## config.mk

```make
export PLATFORM = sky130hd
export DESIGN_NAME = mul_rs_multi
export DESIGN_NICKNAME = d
export VERILOG_FILES = /design/src/rtl/mul_rs_multi.sv
export SDC_FILE = /design/constraint.sdc
export NUM_CORES = 2
export LEC_CHECK = 0
export ABC_AREA = 1
export ABC_CLOCK_PERIOD_IN_PS = 16650
export BUFFER_PORTS_ARGS = -buffer_cell sky130_fd_sc_hd__buf_2
export CAP_MARGIN = 20
export CORE_MARGIN = 4
export CORE_UTILIZATION = 65
export CTS_BUF_LIST = sky130_fd_sc_hd__clkbuf_2
export DETAILED_ROUTE_END_ITERATION = 10
export PLACE_DENSITY_LB_ADDON = 0.3
export SYNTH_ARGS = -nofsm -noshare
export SYNTH_HDL_FRONTEND = slang
export SYNTH_SLANG_ARGS = --single-unit
```

## constraint.sdc

```tcl
create_clock -name clk -period 16.65 [get_ports clk]
set_input_delay 2.4975 -clock clk [delete_from_list [all_inputs] [get_ports clk]]
set_output_delay 2.4975 -clock clk [all_outputs]
set_load 0.05 [all_outputs]
```

## src/rtl/mul_rs_multi.sv

```systemverilog
// Multi-lane multiply reservation station with oldest-first dispatch to iterative multipliers.
// Define MUL_RS_ISSUE_BYPASS_EN to capture same-cycle CDB broadcasts at issue.

module shift_add_multiplier (
    input  logic        clk,
    input  logic        rst,
    input  logic        i_clear,
    input  logic        i_start,
    input  logic [31:0] i_a,
    input  logic [31:0] i_b,
    input  logic [1:0]  i_mul_type,
    output logic        o_done,
    output logic [63:0] o_p
);
    logic        r_busy;
    logic [4:0]  r_cnt;
    logic        r_neg;
    logic [63:0] r_acc;
    logic [63:0] r_mcand;
    logic [31:0] r_mplier;
    logic        w_sa;
    logic        w_sb;
    logic [31:0] w_ma;
    logic [31:0] w_mb;
    logic [63:0] w_sum;

    // Multiply magnitudes, then restore the sign of the full product.
    always_comb begin
        w_sa  = (i_mul_type != 2'd2) && i_a[31];
        w_sb  = (i_mul_type == 2'd0) && i_b[31];
        w_ma  = w_sa ? (~i_a + 32'd1) : i_a;
        w_mb  = w_sb ? (~i_b + 32'd1) : i_b;
        w_sum = r_acc + (r_mplier[0] ? r_mcand : 64'd0);
    end

    always_ff @(posedge clk) begin
        if (!rst || i_clear) begin
            r_busy   <= 1'b0;
            r_cnt    <= '0;
            r_neg    <= 1'b0;
            r_acc    <= '0;
            r_mcand  <= '0;
            r_mplier <= '0;
            o_done   <= 1'b0;
            o_p      <= '0;
        end else begin
            o_done <= 1'b0;
            if (i_start) begin
                r_busy   <= 1'b1;
                r_cnt    <= '0;
                r_neg    <= w_sa ^ w_sb;
                r_acc    <= '0;
                r_mcand  <= {32'd0, w_ma};
                r_mplier <= w_mb;
            end else if (r_busy) begin
                r_acc    <= w_sum;
                r_mcand  <= r_mcand << 1;
                r_mplier <= r_mplier >> 1;
                r_cnt    <= r_cnt + 5'd1;
                if (r_cnt == 5'd31) begin
                    r_busy <= 1'b0;
                    o_done <= 1'b1;
                    o_p    <= r_neg ? (~w_sum + 64'd1) : w_sum;
                end
            end
        end
    end
endmodule

module mul_rs_multi #(
    parameter int RS_ENTRIES = 8,
    parameter int NUM_LANES  = 2,
    parameter int ROB_DEPTH  = 3,
    parameter int CDB_SIZE   = 2
) (
    input  logic                                clk,
    input  logic                                rst,
    input  logic                                flush,
    output logic                                rs_full,
    output logic [$clog2(RS_ENTRIES):0]         rs_count,
    input  logic                                rs_issue,
    input  logic [2:0]                          funct3,
    input  logic                                issue_rs1_regfile_ready,
    input  logic                                issue_rs2_regfile_ready,
    input  logic [31:0]                         issue_rs1_regfile_v,
    input  logic [31:0]                         issue_rs2_regfile_v,
    input  logic [ROB_DEPTH-1:0]                issue_rs1_regfile_rob,
    input  logic [ROB_DEPTH-1:0]                issue_rs2_regfile_rob,
    input  logic                                issue_rs1_rob_ready,
    input  logic                                issue_rs2_rob_ready,
    input  logic [31:0]                         issue_rs1_rob_v,
    input  logic [31:0]                         issue_rs2_rob_v,
    input  logic [ROB_DEPTH-1:0]                issue_target_rob,
    input  logic [CDB_SIZE-1:0]                 cdb_valid,
    input  logic [CDB_SIZE-1:0][ROB_DEPTH-1:0]  cdb_rob,
    input  logic [CDB_SIZE-1:0][31:0]           cdb_rd_v,
    output logic                                out_valid,
    input  logic                                out_ready,
    output logic [31:0]                         out_p,
    output logic [ROB_DEPTH-1:0]                out_rob
);
    localparam int CW = $clog2(RS_ENTRIES) + 1;
    localparam int IW = $clog2(RS_ENTRIES);
    localparam int LW = (NUM_LANES > 1) ? $clog2(NUM_LANES) : 1;

    typedef enum logic [1:0] {L_IDLE, L_START, L_BUSY, L_HOLD} lane_st_t;

    logic [RS_ENTRIES-1:0] r_valid;
    logic [RS_ENTRIES-1:0] r_disp;
    logic [RS_ENTRIES-1:0] r_rdy1;
    logic [RS_ENTRIES-1:0] r_rdy2;
    logic [CW-1:0]         r_rank [RS_ENTRIES];
    logic [31:0]           r_v1   [RS_ENTRIES];
    logic [31:0]           r_v2   [RS_ENTRIES];
    logic [ROB_DEPTH-1:0]  r_t1   [RS_ENTRIES];
    logic [ROB_DEPTH-1:0]  r_t2   [RS_ENTRIES];
    logic [ROB_DEPTH-1:0]  r_rob  [RS_ENTRIES];
    logic [2:0]            r_f3   [RS_ENTRIES];
    logic [CW-1:0]         r_count;
    logic                  r_full;

    lane_st_t              r_ls   [NUM_LANES];
    logic [31:0]           r_la   [NUM_LANES];
    logic [31:0]           r_lb   [NUM_LANES];
    logic [2:0]            r_lf3  [NUM_LANES];
    logic [IW-1:0]         r_lent [NUM_LANES];
    logic [ROB_DEPTH-1:0]  r_lrob [NUM_LANES];
    logic [31:0]           r_lp   [NUM_LANES];
    logic                  r_lock_v;
    logic [LW-1:0]         r_lock_lane;

    logic [NUM_LANES-1:0]  w_done;
    logic [63:0]           w_prod [NUM_LANES];
    logic [1:0]            w_mt   [NUM_LANES];
    logic [IW-1:0]         w_free_idx;
    logic [IW-1:0]         w_sel_idx;
    logic                  w_sel_ok;
    logic [CW-1:0]         w_best;
    logic [LW-1:0]         w_lane_idx;
    logic                  w_lane_ok;
    logic [LW-1:0]         w_hold_idx;
    logic                  w_hold_ok;
    logic [LW-1:0]         w_out_lane;
    logic                  w_issue;
    logic                  w_disp;
    logic                  w_xfer;
    logic [IW-1:0]         w_xfer_ent;
    logic [CW-1:0]         w_xfer_rank;
    logic [CW-1:0]         w_cnt_nxt;
    logic                  w_i1_base;
    logic                  w_i2_base;
    logic                  w_i1_rdy;
    logic                  w_i2_rdy;
    logic [31:0]           w_i1_v;
    logic [31:0]           w_i2_v;

    always_comb begin
        w_i1_base = issue_rs1_regfile_ready | issue_rs1_rob_ready;
        w_i2_base = issue_rs2_regfile_ready | issue_rs2_rob_ready;
        w_i1_rdy  = w_i1_base;
        w_i2_rdy  = w_i2_base;
        w_i1_v    = issue_rs1_regfile_ready ? issue_rs1_regfile_v : issue_rs1_rob_v;
        w_i2_v    = issue_rs2_regfile_ready ? issue_rs2_regfile_v : issue_rs2_rob_v;
`ifdef MUL_RS_ISSUE_BYPASS_EN
        for (int c = 0; c < CDB_SIZE; c++) begin
            if (!w_i1_base && cdb_valid[c] && cdb_rob[c] == issue_rs1_regfile_rob) begin
                w_i1_rdy = 1'b1;
                w_i1_v   = cdb_rd_v[c];
            end
            if (!w_i2_base && cdb_valid[c] && cdb_rob[c] == issue_rs2_regfile_rob) begin
                w_i2_rdy = 1'b1;
                w_i2_v   = cdb_rd_v[c];
            end
        end
`endif
    end

    always_comb begin
        w_free_idx = '0;
        for (int i = RS_ENTRIES - 1; i >= 0; i--)
            if (!r_valid[i]) w_free_idx = IW'(i);
        w_sel_ok  = 1'b0;
        w_sel_idx = '0;
        w_best    = '1;
        for (int i = 0; i < RS_ENTRIES; i++) begin
            if (r_valid[i] && !r_disp[i] && r_rdy1[i] && r_rdy2[i] &&
                (!w_sel_ok || r_rank[i] < w_best)) begin
                w_sel_ok  = 1'b1;
                w_sel_idx = IW'(i);
                w_best    = r_rank[i];
            end
        end
        w_lane_ok  = 1'b0;
        w_lane_idx = '0;
        w_hold_ok  = 1'b0;
        w_hold_idx = '0;
        for (int l = NUM_LANES - 1; l >= 0; l--) begin
            if (r_ls[l] == L_IDLE) begin
                w_lane_ok  = 1'b1;
                w_lane_idx = LW'(l);
            end
            if (r_ls[l] == L_HOLD) begin
                w_hold_ok  = 1'b1;
                w_hold_idx = LW'(l);
            end
        end
        // A stalled result keeps ownership of the output until it transfers.
        w_out_lane  = r_lock_v ? r_lock_lane : w_hold_idx;
        w_issue     = rs_issue && !r_full;
        w_disp      = w_sel_ok && w_lane_ok;
        w_xfer      = w_hold_ok && out_ready;
        w_xfer_ent  = r_lent[w_out_lane];
        w_xfer_rank = r_rank[w_xfer_ent];
        w_cnt_nxt   = r_count + CW'(w_issue) - CW'(w_xfer);
        for (int l = 0; l < NUM_LANES; l++)
            w_mt[l] = (r_lf3[l] == 3'b011) ? 2'd2 :
                      (r_lf3[l] == 3'b010) ? 2'd1 : 2'd0;
    end

    always_ff @(posedge clk) begin
        if (!rst || flush) begin
            r_valid <= '0;
            r_disp  <= '0;
            r_rdy1  <= '0;
            r_rdy2  <= '0;
            r_count <= '0;
            r_full  <= 1'b0;
            for (int i = 0; i < RS_ENTRIES; i++) r_rank[i] <= '0;
        end else begin
            for (int i = 0; i < RS_ENTRIES; i++) begin
                if (r_valid[i]) begin
                    for (int c = 0; c < CDB_SIZE; c++) begin
                        if (cdb_valid[c] && !r_rdy1[i] && cdb_rob[c] == r_t1[i]) begin
                            r_rdy1[i] <= 1'b1;
                            r_v1[i]   <= cdb_rd_v[c];
                        end
                        if (cdb_valid[c] && !r_rdy2[i] && cdb_rob[c] == r_t2[i]) begin
                            r_rdy2[i] <= 1'b1;
                            r_v2[i]   <= cdb_rd_v[c];
                        end
                    end
                    if (w_xfer && r_rank[i] > w_xfer_rank)
                        r_rank[i] <= r_rank[i] - CW'(1);
                end
            end
            if (w_disp) r_disp[w_sel_idx] <= 1'b1;
            if (w_xfer) begin
                r_valid[w_xfer_ent] <= 1'b0;
                r_disp[w_xfer_ent]  <= 1'b0;
            end
            if (w_issue) begin
                r_valid[w_free_idx] <= 1'b1;
                r_disp[w_free_idx]  <= 1'b0;
                r_rdy1[w_free_idx]  <= w_i1_rdy;
                r_rdy2[w_free_idx]  <= w_i2_rdy;
                r_v1[w_free_idx]    <= w_i1_v;
                r_v2[w_free_idx]    <= w_i2_v;
                r_t1[w_free_idx]    <= issue_rs1_regfile_rob;
                r_t2[w_free_idx]    <= issue_rs2_regfile_rob;
                r_rob[w_free_idx]   <= issue_target_rob;
                r_f3[w_free_idx]    <= funct3;
                r_rank[w_free_idx]  <= w_xfer ? r_count - CW'(1) : r_count;
            end
            r_count <= w_cnt_nxt;
            r_full  <= (w_cnt_nxt == CW'(RS_ENTRIES));
        end
    end

    always_ff @(posedge clk) begin
        if (!rst || flush) begin
            r_lock_v    <= 1'b0;
            r_lock_lane <= '0;
            for (int l = 0; l < NUM_LANES; l++) r_ls[l] <= L_IDLE;
        end else begin
            r_lock_v    <= w_hold_ok && !out_ready;
            r_lock_lane <= w_out_lane;
            for (int l = 0; l < NUM_LANES; l++) begin
                unique case (r_ls[l])
                    L_IDLE: if (w_disp && w_lane_idx == LW'(l)) begin
                        r_la[l]   <= r_v1[w_sel_idx];
                        r_lb[l]   <= r_v2[w_sel_idx];
                        r_lf3[l]  <= r_f3[w_sel_idx];
                        r_lent[l] <= w_sel_idx;
                        r_lrob[l] <= r_rob[w_sel_idx];
                        r_ls[l]   <= L_START;
                    end
                    L_START: r_ls[l] <= L_BUSY;
                    L_BUSY: if (w_done[l]) begin
                        r_lp[l] <= (r_lf3[l] == 3'b000) ? w_prod[l][31:0] : w_prod[l][63:32];
                        r_ls[l] <= L_HOLD;
                    end
                    L_HOLD: if (w_xfer && w_out_lane == LW'(l)) r_ls[l] <= L_IDLE;
                endcase
            end
        end
    end

    for (genvar g = 0; g < NUM_LANES; g++) begin : g_lane
        shift_add_multiplier u_mul (
            .clk        (clk),
            .rst        (rst),
            .i_clear    (flush),
            .i_start    (r_ls[g] == L_START),
            .i_a        (r_la[g]),
            .i_b        (r_lb[g]),
            .i_mul_type (w_mt[g]),
            .o_done     (w_done[g]),
            .o_p        (w_prod[g])
        );
    end

    always_comb begin
        rs_full   = r_full;
        rs_count  = r_count;
        out_valid = w_hold_ok;
        out_p     = w_hold_ok ? r_lp[w_out_lane] : '0;
        out_rob   = w_hold_ok ? r_lrob[w_out_lane] : '0;
    end
endmodule

```

# After elaboration in Yosys (flattened, before gate mapping)
# Memory sizes are Yosys's and may differ from the RTL's.
# Cells that the tools add are included.
dict set report word_totals {
  regBits 503
  ram_bits 854
  in_bits 221
  word_cells 759
  memories 14
}
dict set report classes {
  add_sub_neg 21
  magnitude_cmp 21
  n_eq_ne 47
  muxes 396
  n_bitwise 55
  n_reduce_logical 179
}
# name depth width read_ports rd_clocked_by_memory_dff write_ports line
set mem_list {}
lappend mem_list {r_v1 8 32 1 0 9 113} ;# logic [31:0] r_v1 [RS_ENTRIES];
lappend mem_list {r_v2 8 32 1 0 9 114} ;# logic [31:0] r_v2 [RS_ENTRIES];
lappend mem_list {r_la 2 32 2 0 1 123} ;# logic [31:0] r_la [NUM_LANES];
lappend mem_list {r_lb 2 32 2 0 1 124} ;# logic [31:0] r_lb [NUM_LANES];
lappend mem_list {r_lp 2 32 1 0 2 128} ;# logic [31:0] r_lp [NUM_LANES];
lappend mem_list {r_rank 8 4 9 0 9 112} ;# logic [CW-1:0] r_rank [RS_ENTRIES];
lappend mem_list {{+8 memories} - - - - - -}
# op count
set op_table {}
lappend op_table {{32-bit two-way mux} 35}
lappend op_table {{1-bit two-way mux} 298}
lappend op_table {{64-bit two-way mux} 4}
lappend op_table {{32-bit by 1-bit adder with 32-bit output (second input constant)} 4}
lappend op_table {{64-bit by 1-bit adder with 64-bit output (second input constant)} 2}
lappend op_table {{64-bit adder} 2}
lappend op_table {{32-bit inverter} 4}
lappend op_table {{64-bit inverter} 2}
lappend op_table {{1-bit logical AND} 118}
lappend op_table {{3-bit equality test} 32}
lappend op_table {{8-bit two-way mux} 10}
lappend op_table {{4-bit two-way mux} 16}
lappend op_table {{32-bit OR reduction} 2}
lappend op_table {{3-bit two-way mux} 18}
lappend op_table {{4-bit by 1-bit subtractor with 4-bit output (second input constant)} 9}
lappend op_table {{1-bit zero test} 34}
lappend op_table {{1-bit OR} 34}
lappend op_table {{4-bit > comparator} 8}
lappend op_table {{4-bit less-than comparator} 7}
lappend op_table {{8-bit bitwise AND} 3}
lappend op_table {{2-bit two-way mux} 10}
lappend op_table {{8-bit bitwise mux} 2}
lappend op_table {{8-bit inverter} 2}
lappend op_table {{8-bit OR} 2}
lappend op_table {{other kinds (21)} 61}

# Longest topological paths before layout
dict set report logic_depth {
  word_depth 45
  ltp_mapped 73
  mapped_depth_nobuf 71
}

# Hierarchy
# A second synthesis with hierarchy kept.
dict set report hier_totals {
  cells_unflattened 12813
  hier_area_um2 90046.4
}
# module instances cells_each area_per_inst_um2 seq_area_each_um2
set modules_own_cells {}
lappend modules_own_cells {mul_rs_multi 1 6028 51526.9 26425.3}
lappend modules_own_cells {{shift_add_multiplier (g_lane[0].u_mul)} 1 3382 19343.6 4644.5}
lappend modules_own_cells {{shift_add_multiplier (g_lane[1].u_mul)} 1 3403 19175.9 4644.5}

# Worst setup path before layout
# OpenSTA, ideal clock, no wires.
dict set report synth_path {
  path_type {input-to-reg}
  start {input port rst}
  end {memory r_ls[0][0] (netlist bit) (enable)}
  setup_ns 0.318
  arrival_time_ns 8.743
  required_time_ns 16.332
  setup_slack_ns 7.589
  cell_stages 7
  path_cell_list {inv_1 > nor2_1 > inv_1 > clkbuf_1 > buf_1 > nor3_1 > or4_1}
}
# item line
set synth_lines {}
lappend synth_lines {{from (decl)} 77} ;# input logic rst,
lappend synth_lines {{to (decl)} 122} ;# lane_st_t r_ls [NUM_LANES];

# Worst setup path in the final report
dict set report layout_path {
  start {register r_valid[0]}
  end {memory r_lb[0][7] (data pin)}
}
dict set report layout_between {
  elab_chain_cells 34
  word_cells_on_any_way 54
}
# item line
set layout_lines {}
lappend layout_lines {{from (decl)} 108} ;# logic [RS_ENTRIES-1:0] r_valid;
lappend layout_lines {{from (signal assigned)} 222} ;# r_valid <= '0;
lappend layout_lines {{from (signal, indexed assignment)} 248} ;# r_valid[w_xfer_ent] <= 1'b0;
lappend layout_lines {{from (signal, indexed assignment)} 252} ;# r_valid[w_free_idx] <= 1'b1;
lappend layout_lines {{1-bit logical AND * (3 in series)} 186} ;# if (r_valid[i] && !r_disp[i] && r_rdy1[i] && r_rdy2[i] &&
lappend layout_lines {{4-bit two-way mux / 1-bit two-way mux (equally long branches)} 186}
lappend layout_lines {{4-bit less-than comparator / 1-bit zero test (equally long branches)} 187} ;# (!w_sel_ok || r_rank[i] < w_best)) begin
lappend layout_lines {{1-bit logical OR} 187}
lappend layout_lines {{1-bit logical AND} 186}
lappend layout_lines {{4-bit two-way mux / 1-bit two-way mux (equally long branches)} 186}
lappend layout_lines {{4-bit less-than comparator / 1-bit zero test (equally long branches)} 187}
lappend layout_lines {{1-bit logical OR} 187}
lappend layout_lines {{(+16 left out)} -}
lappend layout_lines {{1-bit logical AND} 186}
lappend layout_lines {{4-bit two-way mux / 1-bit two-way mux (equally long branches)} 186}
lappend layout_lines {{4-bit less-than comparator / 1-bit zero test (equally long branches)} 187}
lappend layout_lines {{1-bit logical OR} 187}
lappend layout_lines {{1-bit logical AND} 186}
lappend layout_lines {{3-bit two-way mux *} 186}
lappend layout_lines {{memory 8 x 32 bit *} -}
lappend layout_lines {{32-bit two-way mux (no source line) *} -}
lappend layout_lines {{to (decl)} 124}
# Every way passes the cells marked *; elsewhere a longest branch is shown, timed or not.

==> flow_metrics.env <==
export IMPL_numPortBuffers=261
export IMPL_cp_arrival_ns=12.65
export IMPL_synth_async_reset_ratio=0
export IMPL_synth_simple_area_share=0.203
export IMPL_syn_num_nets=10700
export IMPL_cts_hold_fix_buffers=0
export IMPL_root_buffer="clkbuf_2"
export IMPL_synth_xor_area_share=0.0419
export IMPL_coreArea_mm2=0.124
export IMPL_grt_antenna_before_repair=22
export IMPL_worst_slew_pin_transition_ns=1.24
export IMPL_synthMuxAreaShare=0.0123
export IMPL_syn2layout_area_growth_pct=5.99
export IMPL_cts_sinks=1357
export IMPL_antenna_left=0
export IMPL_routed_via_density=6.19
export IMPL_cp_end_kind="flop"
export IMPL_grt_pass1_vias=71500
export IMPL_critPathMaxFanout=123
export IMPL_clock_skew_ns=0.206
export IMPL_holdPathStages=2
export IMPL_fin_nets=10800
export IMPL_cts_tree="built"
export IMPL_final_setup_tns_ns=0
export IMPL_drt_iter0_markers=10500
export IMPL_r2r_end="r_lb[0][7]"
export IMPL_synth_compound_area_share=0.176
export IMPL_cp_slowest_stage_delay_ns=0.88
export IMPL_die_y_um=361
export IMPL_dpl_cell_area_mm2=0.0826
export IMPL_ios=262
export IMPL_fin_crit_ns=11.06
export IMPL_dp_cells=11600
export IMPL_die_area_mm2=0.130
export IMPL_wirelength_um=266000
export IMPL_hold_viol_final=0
export IMPL_synth_area_leaders="edfxtp_1 (32%), dfxtp_1 (12%), nand2_1 (11%)"
export IMPL_rows=129
export IMPL_clkLatencyLatePin_ns=1.82
export IMPL_fmax_mhz=90.5
export IMPL_rrSetupSlack_ns=5.59
export IMPL_cts_max_level=5
export IMPL_yosys_area_top_type_share=0.317
export IMPL_whs_endpoint="g_lane[0].u_mul.r_mcand[61]"
export IMPL_ys_warn_count=0
export IMPL_final_area_mm2=0.0858
export IMPL_hp_start="g_lane[0].u_mul.r_mcand[60]"
export IMPL_die_width_um=361
export IMPL_pre_cts_slack_ns=5.77
export IMPL_clkTransAtPathRegs_ns=0.10
export IMPL_dp_hpwl_um=170000
export IMPL_cp_slowest_cell="buf_4"
export IMPL_syn_inst=10300
export IMPL_synth_main_ff_cell="edfxtp_1"
export IMPL_gp_congestion=0.936
export IMPL_r2r_start="r_valid[0]"
export IMPL_setup_viol=0
export IMPL_cp_required_ns=18.24
export IMPL_synth_cell_area_mm2=0.0809
export IMPL_syn_avg_cell_area_um2=7.87
export IMPL_start_util=0.655
export IMPL_ys_types=68
export IMPL_outcome="complete, no violations"
export IMPL_worstRegToRegCells=63
export IMPL_grt_pass1_wl_um=403000
export IMPL_vdd_drop_max_mv=0.0726
export IMPL_slew_headroom=0.166
export IMPL_yosysSeqAreaShare=0.441
export IMPL_p_per_area_mw_per_mm2=75.9
export IMPL_gr_total_overflow=0
export IMPL_hp_class="flop to flop"
export IMPL_grt_usage=0.393
export IMPL_startpoint_type="flop"
export IMPL_hold_ws_ns=0.424
export IMPL_slew_viol_final=0
export IMPL_drcViolationCount=0
export IMPL_final_cells=12300
export IMPL_cts_resized=0
export IMPL_power_static_leakage_nw=38.1
export IMPL_ys_seq_elements=1357
export IMPL_grt_max_degree=159
export IMPL_layout_drive_gt1_share=0.107
export IMPL_synth_adder_area_share=0.0307
export IMPL_cap_viol_max_count=0
export IMPL_synth_edf_count=854
export IMPL_timing_final_crit_share=0.664
export IMPL_yosysTopAreaCell="edfxtp_1"
export IMPL_cts_buffers=365
export IMPL_cp_common_cell="nand2_1"
export IMPL_vias=76100
export IMPL_avgRoutedWirePerCell_um=21.6
export IMPL_setup_ws_ns=5.59
export IMPL_synth_top_family_by_area="simple AND/OR/NAND/NOR gates"
export IMPL_firstDrtPassIters=10
export IMPL_clockBufferDepth=4
export IMPL_path_class="flop to flop"
export IMPL_cts_setup_buffers=0
export IMPL_rsz0062_at_grt="false"
Yosys cell counts (27+ instances only):
| master | instances |
|---|---|
| nand2_1 | 2463 |
| inv_1 | 1229 |
| o21ai_0 | 983 |
| edfxtp_1 | 854 |
| o211ai_1 | 612 |
| a21oi_1 | 607 |
| dfxtp_1 | 503 |
| nand3_1 | 500 |
| clkbuf_1 | 490 |
| nor2_1 | 488 |
| xor2_1 | 256 |
| ha_1 | 194 |
| nand3b_1 | 145 |
| xnor2_1 | 131 |
| nor3_1 | 115 |
| buf_1 | 73 |
| mux2i_1 | 66 |
| nand2_2 | 52 |
| buf_2 | 46 |
| o22ai_1 | 43 |
| clkinv_1 | 40 |
| a31oi_1 | 33 |
| mux2_2 | 30 |
| nand4_1 | 30 |
| o21ai_1 | 27 |
critical path, delay by kind of cell (launching register included):
kind	cells	cell delay, ns
DFF	1	0.46
adders and majority gates	7	2.15
and+or+nand+nor	32	4.57
buffers and inverters	12	1.51
AOI/OAI and AO/OA	12	2.11
layer usage:
layer	wire length [um]	part of all wire	global-route usage
met5	59	0.00022	0
met4	16500	0.062	0.217
met3	37300	0.14	0.119
met2	116000	0.44	0.609
met1	95400	0.36	0.493
through the flow:
stage           util  total power, mW
5_1_grt        0.694             6.75
4_1_cts        0.693             6.49
3_5_place_dp   0.668             4.25
3_3_place_gp   0.668             4.23
2_1_floorplan      -             4.06
6_report       0.694             6.51
worst max path at each step:
stage                          start  depth (start not counted)  slack, ns     endpoint
after global placement    r_valid[0]                         63       6.09  r_la[0][10]
after global routing      r_valid[0]                         62       4.84  r_la[0][15]
after floorplan                  rst                          7       7.59   r_ls[0][0]
after CTS                 r_valid[0]                         63       5.71  r_lb[0][16]
final                     r_valid[0]                         63       5.59   r_lb[0][7]
after detailed placement  r_valid[0]                         60       5.77  r_la[0][15]
kinds of logic after synthesis:
| logic type | after synthesis |
|---|---|
| multiplexers | 96 |
| AND/OR/NAND/NOR | 3875 |
| buffers and inverters | 1939 |
| adder cells (fa/ha/maj) | 197 |
| XOR/XNOR | 387 |
| flip-flops | 1357 |
| AO/OA/AOI/OAI | 2438 |
report_power, final:
group / leakage [nW] / total, mW / switching, mW / internal [mW]
Sequential: 11.8 / 3.61 / 0.0234 / 3.59
Combinational: 23.9 / 0.580 / 0.407 / 0.173
Clock: 2.41 / 2.32 / 1.44 / 0.879
Total: 38.1 / 6.51 / 1.87 / 4.64
state kept, by name (all words and copies together), names as in the netlist, 24 cells and up:
name,count
g_lane.u_mul.r_mcand,128
r_f3,24
g_lane.u_mul.r_acc,128
r_lp,64
g_lane.u_mul.r_mplier,64
r_lb,64
r_t1,24
r_v2,256
r_la,64
r_rob,24
g_lane.u_mul.o_p,128
r_rank,32
r_t2,24
r_v1,256
cell type report:
| cell class | count | area (um^2) |
|---|---|---|
| inverters | 1279 | 4830 |
| multi-input cells | 6993 | 37900 |
| clock inverters | 83 | 374 |
| well taps | 1637 | 2050 |
| flip-flops and latches | 1357 | 35700 |
| repair buffers | 375 | 2200 |
| diodes | 18 | 45.0 |
| clock buffers | 536 | 2680 |
| fillers | 10200 | 37900 |
cells in the final DEF (no fill, tap or decap), types with 30 or more instances in the layout:
cell	count
o22ai_1	43
a21oi_1	605
xor2_1	256
dfxtp_1	499
o21ai_0	981
clkbuf_2	536
nand2_1	2458
mux2i_1	66
nand4_1	30
nor3_1	114
inv_1	1218
nand2_2	56
xnor2_1	131
mux2_2	30
nand3b_1	145
o211ai_1	612
ha_1	194
nor2_1	474
buf_4	111
buf_2	261
nand3_1	486
edfxtp_1	854
clkinv_1	106
No activity file was read; power rests on OpenSTA's default activity.
